===== config.mk =====
export PLATFORM = sky130hd
export DESIGN_NAME = uart_rx
export DESIGN_NICKNAME = d
export VERILOG_FILES = /design/src/rtl/uart_rx.sv
export SDC_FILE = /design/constraint.sdc
export NUM_CORES = 1
export LEC_CHECK = 0
export ABC_AREA = 1
export BUFFER_PORTS_ARGS = -buffer_cell sky130_fd_sc_hd__clkbuf_2
export CAP_MARGIN = 20
export CELL_PAD_IN_SITES_DETAIL_PLACEMENT = 0
export CELL_PAD_IN_SITES_GLOBAL_PLACEMENT = 1
export CORE_MARGIN = 5
export CORE_UTILIZATION = 44
export CTS_BUF_LIST = sky130_fd_sc_hd__clkbuf_4 sky130_fd_sc_hd__clkbuf_8 sky130_fd_sc_hd__clkbuf_16
export CTS_CLUSTER_DIAMETER = 200
export CTS_CLUSTER_SIZE = 20
export DETAILED_ROUTE_END_ITERATION = 10
export PLACE_DENSITY_LB_ADDON = 0.1
export SLEW_MARGIN = 30
export SYNTH_ARGS = -nofsm -noshare
export SYNTH_HDL_FRONTEND = slang
export SYNTH_SLANG_ARGS = --single-unit

===== constraint.sdc =====
create_clock -name clk -period 2.15 [get_ports clk]
set_input_delay 0.215 -clock clk [delete_from_list [all_inputs] [get_ports clk]]
set_output_delay 0.215 -clock clk [all_outputs]
set_load 0.005 [all_outputs]

===== src/rtl/uart_rx.sv =====
// ============================================================================
// Module   : uart_rx
// Purpose  : 8N1 UART receiver with mid-bit sampling, false-start rejection
//            and stop-bit checking. Optional macro UART_RX_SYNC_EN adds a
//            two-flop input synchroniser on rx.
// Revision : 1.0 - initial release
// ============================================================================
`default_nettype none

module uart_rx #(
    parameter int SIZE       = 8,
    parameter int BAUD_COUNT = 9,
    parameter int MID        = (BAUD_COUNT - 1) / 2
) (
    input  logic            clk,
    input  logic            rst,
    input  logic            rx,
    output logic [SIZE-1:0] data_out,
    output logic            rx_done,
    output logic            rx_busy,
    output logic            frame_err
);

    localparam int CNT_W = $clog2(SIZE + 1);

    localparam logic [3:0]       MID_C    = 4'(MID);
    localparam logic [3:0]       LAST_C   = 4'(BAUD_COUNT - 1);
    localparam logic [CNT_W-1:0] LAST_BIT = CNT_W'(SIZE - 1);

    typedef enum logic [1:0] {
        IDLE  = 2'd0,
        START = 2'd1,
        DATA  = 2'd2,
        STOP  = 2'd3
    } state_t;

    state_t           state_q, state_d;
    logic [3:0]       clk_cycle_q, clk_cycle_d;
    logic [CNT_W-1:0] bit_counter_q, bit_counter_d;
    logic [SIZE-1:0]  shift_q, shift_d;
    logic [SIZE-1:0]  data_q, data_d;
    logic             done_q, done_d;
    logic             ferr_q, ferr_d;
    logic             busy_q, busy_d;
    logic             rx_s;

`ifdef UART_RX_SYNC_EN
    // Flops reset high so a reset never looks like a start bit.
    logic [1:0] sync_q;

    always_ff @(posedge clk) begin
        if (rst) begin
            sync_q <= 2'b11;
        end else begin
            sync_q <= {sync_q[0], rx};
        end
    end

    assign rx_s = sync_q[1];
`else
    assign rx_s = rx;
`endif

    always_ff @(posedge clk) begin
        if (rst) begin
            state_q       <= IDLE;
            clk_cycle_q   <= '0;
            bit_counter_q <= '0;
            shift_q       <= '0;
            data_q        <= '0;
            done_q        <= 1'b0;
            ferr_q        <= 1'b0;
            busy_q        <= 1'b0;
        end else begin
            state_q       <= state_d;
            clk_cycle_q   <= clk_cycle_d;
            bit_counter_q <= bit_counter_d;
            shift_q       <= shift_d;
            data_q        <= data_d;
            done_q        <= done_d;
            ferr_q        <= ferr_d;
            busy_q        <= busy_d;
        end
    end

    always_comb begin
        state_d       = state_q;
        clk_cycle_d   = clk_cycle_q;
        bit_counter_d = bit_counter_q;
        shift_d       = shift_q;
        data_d        = data_q;
        done_d        = 1'b0;
        ferr_d        = 1'b0;
        busy_d        = busy_q;

        case (state_q)
            IDLE: begin
                busy_d        = 1'b0;
                clk_cycle_d   = '0;
                bit_counter_d = '0;
                if (!rx_s) begin
                    state_d = START;
                    busy_d  = 1'b1;
                end
            end

            START: begin
                if (clk_cycle_q == MID_C) begin
                    clk_cycle_d = '0;
                    if (!rx_s) begin
                        state_d = DATA;
                    end else begin
                        state_d = IDLE;
                        busy_d  = 1'b0;
                    end
                end else begin
                    clk_cycle_d = clk_cycle_q + 4'd1;
                end
            end

            DATA: begin
                if (clk_cycle_q == LAST_C) begin
                    // LSB arrives first, so shifting right leaves it at bit 0.
                    clk_cycle_d   = '0;
                    shift_d       = {rx_s, shift_q[SIZE-1:1]};
                    bit_counter_d = bit_counter_q + 1'b1;
                    if (bit_counter_q == LAST_BIT) begin
                        state_d = STOP;
                    end
                end else begin
                    clk_cycle_d = clk_cycle_q + 4'd1;
                end
            end

            STOP: begin
                if (clk_cycle_q == LAST_C) begin
                    if (rx_s) begin
                        data_d = shift_q;
                        done_d = 1'b1;
                    end else begin
                        ferr_d = 1'b1;
                    end
                    // Leaving at mid-stop-bit leaves half a bit to catch the next start.
                    state_d       = IDLE;
                    busy_d        = 1'b0;
                    bit_counter_d = '0;
                    clk_cycle_d   = '0;
                end else begin
                    clk_cycle_d = clk_cycle_q + 4'd1;
                end
            end

            default: begin
                state_d = IDLE;
            end
        endcase
    end

    assign data_out  = data_q;
    assign rx_done   = done_q;
    assign frame_err = ferr_q;
    assign rx_busy   = busy_q;

endmodule

`default_nettype wire

==> reports/metrics.cfg, run 1 <==
[status]
status = finished, final reports clean

[critical_path]
setup.worst_path.start_class = flop
reg2reg_depth = 8
crit_type = flop to flop
crit_path_end_kind = flop
critical_path_required_time_ns = 2.41
path_max_fanout = 13
cp.arrival_ns = 1.75

[synthesis]
synthesis.area_um2 = 1220
synthCells = 157
synthesis.area_per_instance_um2 = 7.77
synth-edff-count = 0
ys_seq_area_share_pct = 47.6
syn-num-nets = 163
ys_seq_elements = 29
ys_top_cells_by_area = dfxtp_1 48%, nor2_1 8.3%, nand2_1 7.7%, nand3_1 6.6%, a21oi_1 5.3%
synth_largest_type_area_fraction_pct = 47.6
synth_area_leader_cell = dfxtp_1
synth_cell_types = 22
post-synth-top-count-cell = dfxtp_1
async_flop_share_pct = 0
ys.warnings.count = 0
synthTopCellsByCount = 29 x dfxtp_1, 27 x nor2_1, 25 x nand2_1, 16 x nand3_1, 13 x a21oi_1
synth_top_flop_cell = dfxtp_1

[sta]
achievable-frequency_ghz = 0.674
setup_viol_count_final = 0
layout_worst_path_cycle_share_pct = 69.0
max-slew-margin-rel_pct = 76.9
max_slew.worst_pin.slew_ns = 0.346
grt_setup_unrepaired = false
drv_slew = 0
finalHoldViolCount = 0
finClkSkew_ns = 0.00621
final.setup.tns_ns = 0
postLayoutSetupSlackWorst_ns = 0.667
min_period_ns = 1.48

[final_layout]
design.final.nets = 179
syn_to_final_growth_pct = 13.9
drive_gt1_share_pct = 18.4
antennaDiodeCount = 0
fillerInstances = 262
multiInputGateArea_um2 = 568
regArea_um2 = 581

[detailed_routing]
wl_um = 2360
routedWlPerCell_um = 11.5
dr_iter_0_viols = 54
ant_nets = 0
drt_pre_antenna_iters = 4
vias = 1021
drc = 0
post_drt_via_cell_ratio = 4.98

[power]
static-leakage-power_uw = 0.000597
max-vdd-ir-drop_uv = 557
power_density_nw_per_um2 = 904

[floorplanning]
top_level_ports = 14
floorplan.core_area_um2 = 2710
die_height_um = 62.7
initial_core_util_pct = 45.0
rows = 19
fp.dieArea_um2 = 3930
die_x_um = 62.7

[clock_tree]
clock_tree.buffer_depth = 2
cts_num_sinks = 29
clock_tree.htree_level_count = 2
cts_buffers = 5
clock-root-buffer = clkbuf_4
tritoncts_clock_tree = done
clk_latency_ns = 0.32
cts_repair_resize_count = 0
postCtsSetupBuffers = 0
cts.hold.buffers_added = 0
clk_pin_slew_ns = 0.10

[place]
gp_congestion = 0.839
dpl_worst_slack_ns = 0.672
place_hpwl_um = 1700
port_buffers = 13

[worst_hold_path]
hp-class = primary input to flop
hold_path_depth = 2

[global_routing]
global_route.overflow_total = 0
vias_in_the_first_global_route = 903
maximum_number_of_pins_on_one_net_before_global_route_repair = 17
grt_antenna_before_repair = 0
global_route_wire_length_before_repair_um = 4000
track_usage_pct = 13.0

[flow_run]
timing.max_cap.violations = 0

-- sequential cells by signal, summed over array words and instances (netlist names), named ones only --
name and cells:
bit_counter_q 4, frame_err 1, rx_done 1, clk_cycle_q 4
state_q 1, data_out 8, rx_busy 1, shift_q 8
-- where the power goes --
| part | total [uW] | internal (uW) | switching, uW |
|---|---|---|---|
| clock network | 478 | 290 | 188 |
| logic | 192 | 60.4 | 131 |
| registers | 587 | 561 | 26.5 |
| total | 1260 | 911 | 346 |
-- cells in the final DEF (no fill, tap or decap) --
cell	Yosys	layout
a21oi_1	13	13
a21oi_2	2	2
bufinv_16	0	1
clkbuf_2	0	13
clkbuf_4	0	6
clkbuf_8	0	1
dfxtp_1	29	29
ha_1	3	3
inv_1	12	12
inv_2	1	1
nand2_1	25	25
nand2_2	4	4
nand3_1	16	16
nand3_4	1	1
nor2_1	27	27
nor2_2	1	1
nor2_4	2	2
nor3b_1	1	1
nor4_1	1	1
o21ai_0	11	11
o21bai_1	2	2
xnor2_1	1	1
xor2_1	1	1
-- path summary, 6_finish.rpt --
kind | startpoint | end | slack, ns
worst max-delay path | clk_cycle_q[0] | bit_counter_q[3] | 0.67
worst min-delay path | rst | bit_counter_q[3] | 0.27
worst max register to register | clk_cycle_q[0] | bit_counter_q[3] | 0.67
worst min register to register | clk_cycle_q[0] | clk_cycle_q[0] | 0.46
-- area by class of cell --
type / instances / share of cell area (%)
Sequential cell: 29 / 41.8
Clock buffer: 7 / 4.23
Tap cell: 31 / 2.79
Timing Repair Buffer: 13 / 4.68
Inverter: 13 / 3.51
Clock inverter: 1 / 2.16
Multi-Input combinational cell: 111 / 40.9
-- worst max-delay path, cell delays in order (launching register included) --
cell     delay, ns
dfxtp_1       0.34
inv_1         0.07
ha_1          0.23
nand3_4       0.14
nor2_4        0.27
inv_2         0.13
nor2_2        0.09
nand2_1       0.06
a21oi_2       0.10
-- per-layer routing --
metal	global-route usage, %	share of wire [%]	wire length (um)	up-vias
met4	9.81	1.5	36	0
met2	17.4	42	986	26
met1	16.6	50	1190	449
met3	4.86	6.2	146	4
met5	0	0	0	-
li1	-	-	-	542
-- per-stage QoR --
stage	instances	hold slack, ns	util, %	area [um^2]	total power (uW)
2_1_floorplan	157	0.277	-	1220	744
3_3_place_gp	197	0.445	48.0	1300	791
3_5_place_dp	197	0.449	48.0	1300	791
4_1_cts	205	0.245	51.3	1390	1270
5_1_grt	205	0.257	51.3	1390	1320
6_report	205	0.267	51.3	1390	1260
-- cell families after synthesis --
group | Yosys count | synth area share [%]
adder cells (fa/ha/maj) | 3 | 3.08
AND/OR/NAND/NOR | 78 | 29.5
XOR/XNOR | 2 | 1.44
AO/OA/AOI/OAI | 28 | 12.5
buffers and inverters | 17 | 5.85
flip-flops | 29 | 47.6
Power figures use the tool's default switching activity.
==> run 2, diff against run 1 <==
--- a/config.mk
+++ b/config.mk
@@ -5,13 +5,13 @@
 export SDC_FILE = /design/constraint.sdc
 export NUM_CORES = 1
 export LEC_CHECK = 0
-export ABC_AREA = 1
+export ABC_AREA = 0
 export BUFFER_PORTS_ARGS = -buffer_cell sky130_fd_sc_hd__clkbuf_2
 export CAP_MARGIN = 20
 export CELL_PAD_IN_SITES_DETAIL_PLACEMENT = 0
 export CELL_PAD_IN_SITES_GLOBAL_PLACEMENT = 1
 export CORE_MARGIN = 5
-export CORE_UTILIZATION = 44
+export CORE_UTILIZATION = 38
 export CTS_BUF_LIST = sky130_fd_sc_hd__clkbuf_4 sky130_fd_sc_hd__clkbuf_8 sky130_fd_sc_hd__clkbuf_16
 export CTS_CLUSTER_DIAMETER = 200
 export CTS_CLUSTER_SIZE = 20
==> constraint.sdc (replaced) <==
create_clock -name clk -period 1.35 [get_ports clk]
set_input_delay 0.135 -clock clk [delete_from_list [all_inputs] [get_ports clk]]
set_output_delay 0.135 -clock clk [all_outputs]
set_load 0.005 [all_outputs]
==> run 2 against run 1 <==
- synthesized area rose by 4.1%
- register-to-register slack got worse by 0.63 ns
- final area grew 19%
- sequential power is 49% higher
- sequential share of layout area shrank 6.4 points
- critical path depth is 2 lower
- utilization decreased by 0.74 points
- count of clock-buffer cells in the layout did not move
- critical endpoint is now data_out[7]
==> reports/metrics.cfg, run 2 <==
[detailed_routing]
dr_iter_0_viols = 38  ; -30%
vias = 1132  ; +11%
ant_nets = 0  ; unchanged
routedWlPerCell_um = 14.8  ; +28%
drt_pre_antenna_iters = 4  ; unchanged
drc = 0  ; unchanged
post_drt_via_cell_ratio = 5.39  ; +8.2%
wl_um = 3100  ; +31%

[power]
power_density_nw_per_um2 = 967  ; +6.9%
max-vdd-ir-drop_uv = 528  ; -5.1%
design_power_total_uw = 1610  ; +28%
static-leakage-power_uw = 0.000578  ; -3.1%

[critical_path]
crit_type = flop to flop
path_max_fanout = 7  ; -6
crit_slowest_cell = dfxtp_2
critical_path_required_time_ns = 1.55  ; -0.86 ns
crit_path_end_kind = flop
crit_chain = inv_2 > ha_4 > nand4b_4 > buf_12 > o31ai_1 > a21oi_1
setup.worst_path.start_class = flop
cp.arrival_ns = 1.51  ; -0.24 ns
timing.critical_path.slowest_cell_delay_ns = 0.33  ; about the same
worst-r2r-setup-slack_ns = 0.04  ; -0.63 ns

[synthesis]
synthCells = 142  ; -9.6%
synth_largest_type_area_fraction_pct = 45.7  ; -1.9 points
async_flop_share_pct = 0  ; unchanged
ys_top_cells_by_area = dfxtp_1 46%, a21oi_1 8.7%, nand3_1 6.3%, o31ai_1 4.7%, nand4_1 3.9%
synth_cell_types = 32  ; +45%
synthTopCellsByCount = 29 x dfxtp_1, 22 x a21oi_1, 16 x nand3_1, 10 x o21ai_0
synth_top_flop_cell = dfxtp_1
ys_seq_area_share_pct = 45.7  ; -1.9 points
ys_seq_elements = 29  ; unchanged
synthesis.area_um2 = 1270  ; +4.1%
post-synth-top-count-cell = dfxtp_1
ys.warnings.count = 0  ; unchanged
synthesis.area_per_instance_um2 = 8.94  ; +15%
syn-num-nets = 148  ; -9.2%
synth-edff-count = 0  ; unchanged
synth_area_leader_cell = dfxtp_1

[floorplanning]
die_x_um = 67.8  ; +8.2%
die_height_um = 67.8  ; +8.2%
top_level_ports = 14  ; unchanged
initial_core_util_pct = 38.7  ; -6.3 points
floorplan.core_area_um2 = 3280  ; +21%
fp.dieArea_um2 = 4600  ; +17%
rows = 21  ; +2

[clock_tree]
clock-root-buffer = clkbuf_4
cts_num_sinks = 29  ; unchanged
clk_pin_slew_ns = 0.09  ; about the same
clock_tree.buffer_depth = 2  ; unchanged
clock_tree.htree_level_count = 2  ; unchanged
clk_latency_ns = 0.33  ; about the same
cts_buffers = 5  ; unchanged
tritoncts_clock_tree = done

[global_routing]
global_route.overflow_total = 0  ; unchanged
grt_antenna_before_repair = 0  ; unchanged
track_usage_pct = 15.1  ; +2.1 points
maximum_number_of_pins_on_one_net_before_global_route_repair = 27  ; +10
vias_in_the_first_global_route = 1099  ; +22%
global_route_wire_length_before_repair_um = 5200  ; +30%

[final_layout]
drive_gt1_share_pct = 34.8  ; +16 points
fillerInstances = 315  ; +20%
antennaDiodeCount = 0  ; unchanged
design.final.nets = 169  ; -5.6%
mostFrequentLayoutCells = 24 x dfxtp_1, 22 x a21oi_1, 16 x nand3_1
syn_to_final_growth_pct = 30.7
layout_commonest_cell = dfxtp_1

[place]
gp_congestion = 0.739  ; -12%
place_hpwl_um = 1940  ; +14%
dpl_worst_slack_ns = -0.00381  ; -0.676 ns
port_buffers = 13  ; unchanged

[sta]
postLayoutSetupSlackWorst_ns = 0.0384  ; -0.628 ns
min_period_ns = 1.31  ; -0.172 ns
achievable-frequency_ghz = 0.762  ; +13%
max_slew.worst_pin.slew_ns = 0.520  ; +0.174 ns
max-slew-margin-rel_pct = 65.3  ; -12 points
grt_setup_unrepaired = true
setup_viol_count_final = 0  ; unchanged
finClkSkew_ns = 0.00628  ; +0.0000664 ns
layout_worst_path_cycle_share_pct = 97.2  ; +28 points
finalHoldViolCount = 0  ; unchanged
final.setup.tns_ns = 0  ; unchanged
drv_slew = 0  ; unchanged

[worst_hold_path]
hp-class = primary input to flop

[flow_run]
timing.max_cap.violations = 0  ; unchanged

[status]
status = finished, final reports clean

-- run 2: changes by cell type after synthesis, moves of 8 or more --
cell,before,now
a21oi_1,13,22
inv_1,12,3
nand2_1,25,2
nand4_1,0,8
nor2_1,27,1
o31ai_1,0,8
-- run 2: kinds of logic after synthesis --
| logic type | share of synthesized area [%] |
|---|---|
| flops | 45.7 |
| fa+ha+maj | 2.96 |
| xor+xnor | 2.76 |
| compound gates | 19.8 |
| buf+inv | 6.40 |
| simple gates | 22.4 |
-- run 2: final cells by class --
class / count / area [um^2] / area share (%)
multi-input combinational: 96 / 711 / 42.8
sequential: 29 / 587 / 35.3
timing repair buffer: 26 / 209 / 12.6
clock buffer: 7 / 65.1 / 3.92
tap: 46 / 57.6 / 3.47
inverter: 4 / 18.8 / 1.13
timing repair inverter: 1 / 7.51 / 0.452
clock inverter: 1 / 5.00 / 0.301
-- run 2: power breakdown --
group / internal, uW / total, uW / switching (uW)
clock: 301 / 607 / 305
sequential: 863 / 872 / 9.56
combinational: 44.8 / 126 / 81.5
-- run 2: worst max-delay path, delay by kind of cell (launching register included) --
kind | cells | cell delay (ns)
AND/OR/NAND/NOR | 1 | 0.16
flip-flops | 1 | 0.33
AO/OA/AOI/OAI | 2 | 0.28
buffers and inverters | 2 | 0.25
adder cells (fa/ha/maj) | 1 | 0.17
-- run 2: final timing paths --
kind,startpoint,endpoint,depth (start not counted)
worst max-delay path,clk_cycle_q[1],data_out[7],6
worst min-delay path,rx,frame_err,3
worst max register to register,clk_cycle_q[1],data_out[7],6
worst min register to register,data_out[6],data_out[6],2
-- run 2: per-layer routing --
layer,GRT usage [%],part of all wire (%),wire (um)
met2,24.1,47,1450
met4,5.96,1.4,44
met3,4.93,4.5,140
met1,18.7,47,1470
met5,0,0,0
-- run 2: through the flow --
step / cells / hold slack (ns) / cell area [um^2] / utilization [%]
2_1_floorplan: 142 / 0.238 / 1270 / -
3_3_place_gp: 198 / 0.454 / 1430 / 43.7
3_5_place_dp: 198 / 0.461 / 1430 / 43.7
4_1_cts: 207 / 0.185 / 1540 / 46.8
5_1_grt: 210 / 0.202 / 1660 / 50.6
6_report: 210 / 0.205 / 1660 / 50.6
-- run 2: timing repair --
item,4_1_cts,5_1_grt
setup buffers,0,1
gates resized for setup,3,27
setup endpoints to repair,11,23
gates cloned,1,2
pin swaps,0,5
hold buffers,0,0
hold endpoints to repair,0,0
==> run 3, diff against run 2 <==
--- a/config.mk
+++ b/config.mk
@@ -5,17 +5,17 @@
 export SDC_FILE = /design/constraint.sdc
 export NUM_CORES = 1
 export LEC_CHECK = 0
-export ABC_AREA = 0
-export BUFFER_PORTS_ARGS = -buffer_cell sky130_fd_sc_hd__clkbuf_2
+export ABC_AREA = 1
 export CAP_MARGIN = 20
 export CELL_PAD_IN_SITES_DETAIL_PLACEMENT = 0
 export CELL_PAD_IN_SITES_GLOBAL_PLACEMENT = 1
 export CORE_MARGIN = 5
-export CORE_UTILIZATION = 38
+export CORE_UTILIZATION = 40
 export CTS_BUF_LIST = sky130_fd_sc_hd__clkbuf_4 sky130_fd_sc_hd__clkbuf_8 sky130_fd_sc_hd__clkbuf_16
 export CTS_CLUSTER_DIAMETER = 200
 export CTS_CLUSTER_SIZE = 20
 export DETAILED_ROUTE_END_ITERATION = 10
+export DONT_BUFFER_PORTS = 1
 export PLACE_DENSITY_LB_ADDON = 0.1
 export SLEW_MARGIN = 30
 export SYNTH_ARGS = -nofsm -noshare
==> run 3 against run 2 <==
- largest cell class unchanged
- die area is 7.5% lower
- worst hold slack worse by 0.19 ns
- largest power group unchanged
- clock skew is 0.0028 ns higher
- highest routed layer unchanged
- flip-flop and latch count stayed put
- count of clock-buffer cells in the layout stayed put
==> reports/metrics.cfg, run 3 (synthesized netlist as in run 1, its figures left out) <==
[status]
status = finished, final reports clean

[final_layout]
drive_gt1_share_pct = 16.2  ; -19 points
postLayoutCoreUtil_pct = 46.8  ; -3.7 points
mostFrequentLayoutCells = 29 x dfxtp_1, 27 x nor2_1, 25 x nand2_1
final_area_um2 = 1400  ; -16%
design.final.nets = 173  ; +2.4%
syn_to_final_growth_pct = 14.4
antennaDiodeCount = 0  ; unchanged
layout_commonest_cell = dfxtp_1
post_layout_cell_count = 200  ; -4.8%

[global_routing]
global_route_wire_length_before_repair_um = 4260  ; -18%
global_route.overflow_total = 0  ; unchanged
track_usage_pct = 13.0  ; -2.0 points
grt_antenna_before_repair = 0  ; unchanged
maximum_number_of_pins_on_one_net_before_global_route_repair = 17  ; -37%
vias_in_the_first_global_route = 952  ; -13%

[power]
pwr-share-seq_pct = 51.6  ; -2.7 points
net-switching-power_uw = 542  ; +37%
p_int_uw = 1270  ; +5.1%
comb_power_share_pct = 18.3  ; +10 points
switching_fraction_pct = 29.9  ; +5.2 points
p_clk_share_pct = 30.2  ; -7.6 points
power_density_nw_per_um2 = 1300  ; +34%
max-vdd-ir-drop_uv = 566  ; +7.1%
static-leakage-power_uw = 0.000571  ; -1.3%

[detailed_routing]
drc = 0  ; unchanged
dr_iter_0_viols = 61  ; +61%
vias = 1018  ; -10%
drt_pre_antenna_iters = 5  ; +1
routedWlPerCell_um = 12.8  ; -14%
ant_nets = 0  ; unchanged
wl_um = 2550  ; -18%
post_drt_via_cell_ratio = 5.09  ; -5.6%

[floorplanning]
die_height_um = 65.2  ; -3.8%
fp.dieArea_um2 = 4250  ; -7.5%
rows = 20  ; -4.8%
die_x_um = 65.2  ; -3.8%
initial_core_util_pct = 41.0  ; +2.3 points
top_level_ports = 14  ; unchanged
floorplan.core_area_um2 = 2980  ; -9.3%

[sta]
layout_worst_path_cycle_share_pct = 92.9  ; -4.3 points
min_period_ns = 1.25  ; -0.0578 ns
finalHoldViolCount = 0  ; unchanged
max_slew.worst_pin.slew_ns = 0.682  ; +0.162 ns
postLayoutSetupSlackWorst_ns = 0.0963  ; +0.0578 ns
achievable-frequency_ghz = 0.798  ; +4.6%
drv_slew = 0  ; unchanged
setup_viol_count_final = 0  ; unchanged
finClkSkew_ns = 0.00907  ; +0.00280 ns
final.setup.tns_ns = 0  ; unchanged
max-slew-margin-rel_pct = 54.4  ; -11 points

[worst_hold_path]
hp-class = primary input to flop
hold_path_depth = 2  ; -1

[flow_run]
timing.max_cap.violations = 0  ; unchanged

[clock_tree]
clk_pin_slew_ns = 0.09  ; about the same
cts_buffers = 5  ; unchanged
clock_tree.htree_level_count = 2  ; unchanged
clock-root-buffer = clkbuf_4
clk_latency_ns = 0.32  ; about the same
clock_tree.buffer_depth = 2  ; unchanged
tritoncts_clock_tree = done
cts_num_sinks = 29  ; unchanged

[critical_path]
crit_path_end_kind = flop
timing.critical_path.slowest_cell_delay_ns = 0.34  ; about the same
critical_path_required_time_ns = 1.61  ; +0.06 ns
worstPathBufferInverterCount = 2  ; unchanged
path_delay_family = simple AND/OR/NAND/NOR gates
crit_slowest_cell = dfxtp_1
setup.worst_path.start_class = flop
crit_chain = inv_2 > ha_4 > nand3_4 > nor2_4 > buf_12 > nand3_1 > a21oi_2
crit_type = flop to flop
cp.arrival_ns = 1.51  ; about the same
reg2reg_depth = 7  ; +1
cp.depth = 7  ; +1
path_max_fanout = 6  ; -1

[place]
gp_congestion = 0.781  ; +5.8%
port_buffers = 0  ; -13
dpl_worst_slack_ns = -0.00606  ; -0.00225 ns
place_hpwl_um = 1740  ; -10%
post-place-cells = 189  ; -4.5%
detailed_place.area_um2 = 1260  ; -12%

-- run 3: cell count changes in the layout (fill, tap and decap cells not counted), moves of 6 or more --
cell,change
o21ai_0,+6
nor2_1,+26
nand4_1,-8
inv_1,+10
nand2_1,+23
a21oi_1,-11
buf_4,-6
clkbuf_2,-13
-- run 3: per-stage QoR --
| step | total power (uW) | hold WS (ns) |
|---|---|---|
| after CTS | 1810 | -0.150 |
| final | 1810 | 0.0137 |
| after detailed placement | 1250 | 0.200 |
| after global routing | 1930 | 0.0177 |
| after floorplan | 1190 | 0.197 |
| after global placement | 1250 | 0.200 |
-- run 3: path summary, 6_finish.rpt --
kind	startpoint	end	slack [ns]
max	clk_cycle_q[1]	data_out[0]	0.1
min reg2reg	bit_counter_q[0]	bit_counter_q[0]	0.49
max reg2reg	clk_cycle_q[1]	data_out[0]	0.1
min	rst	state_q[0]	0.01
-- run 3: worst register-to-register path, delay by kind of cell, from the launching register on --
kind | cells | cell delay, ns
flops | 1 | 0.34
buf+inv | 2 | 0.20
fa+ha+maj | 1 | 0.15
compound gates | 1 | 0.13
simple gates | 3 | 0.38
-- run 3: routing by layer --
metal  part of all wire, %  wire length (um)  track usage (%)
met4                   2.3                58             6.74
met2                    44              1110             19.6
met1                    50              1260             16.5
met5                     0                 0                0
met3                   4.5               116             4.44
-- run 3: timing repair --
action,CTS,global route
hold buffers,1,2
gates cloned,0,0
hold endpoints to repair,16,14
buffers inserted,1,0
endpoints found under the setup margin,7,13
gates resized for setup,1,6
pin swaps,1,7
-- run 3: final cells by class --
| cell class | instances | area, um^2 |
|---|---|---|
| Sequential cell | 29 | 581 |
| Timing Repair Buffer | 7 | 72.6 |
| Inverter | 13 | 48.8 |
| Fill cell | 302 | 1580 |
| Clock buffer | 7 | 58.8 |
| Tap cell | 33 | 41.3 |
| Multi-Input combinational cell | 111 | 593 |
-- run 3: power groups by stage --
stage / Clock, uW / Sequential (uW) / Combinational (uW)
3_3_place_gp: 0 / 954 / 293
4_1_cts: 571 / 933 / 302
2_1_floorplan: 0 / 948 / 237
3_5_place_dp: 0 / 953 / 293
5_1_grt: 604 / 943 / 382
6_report: 547 / 934 / 331
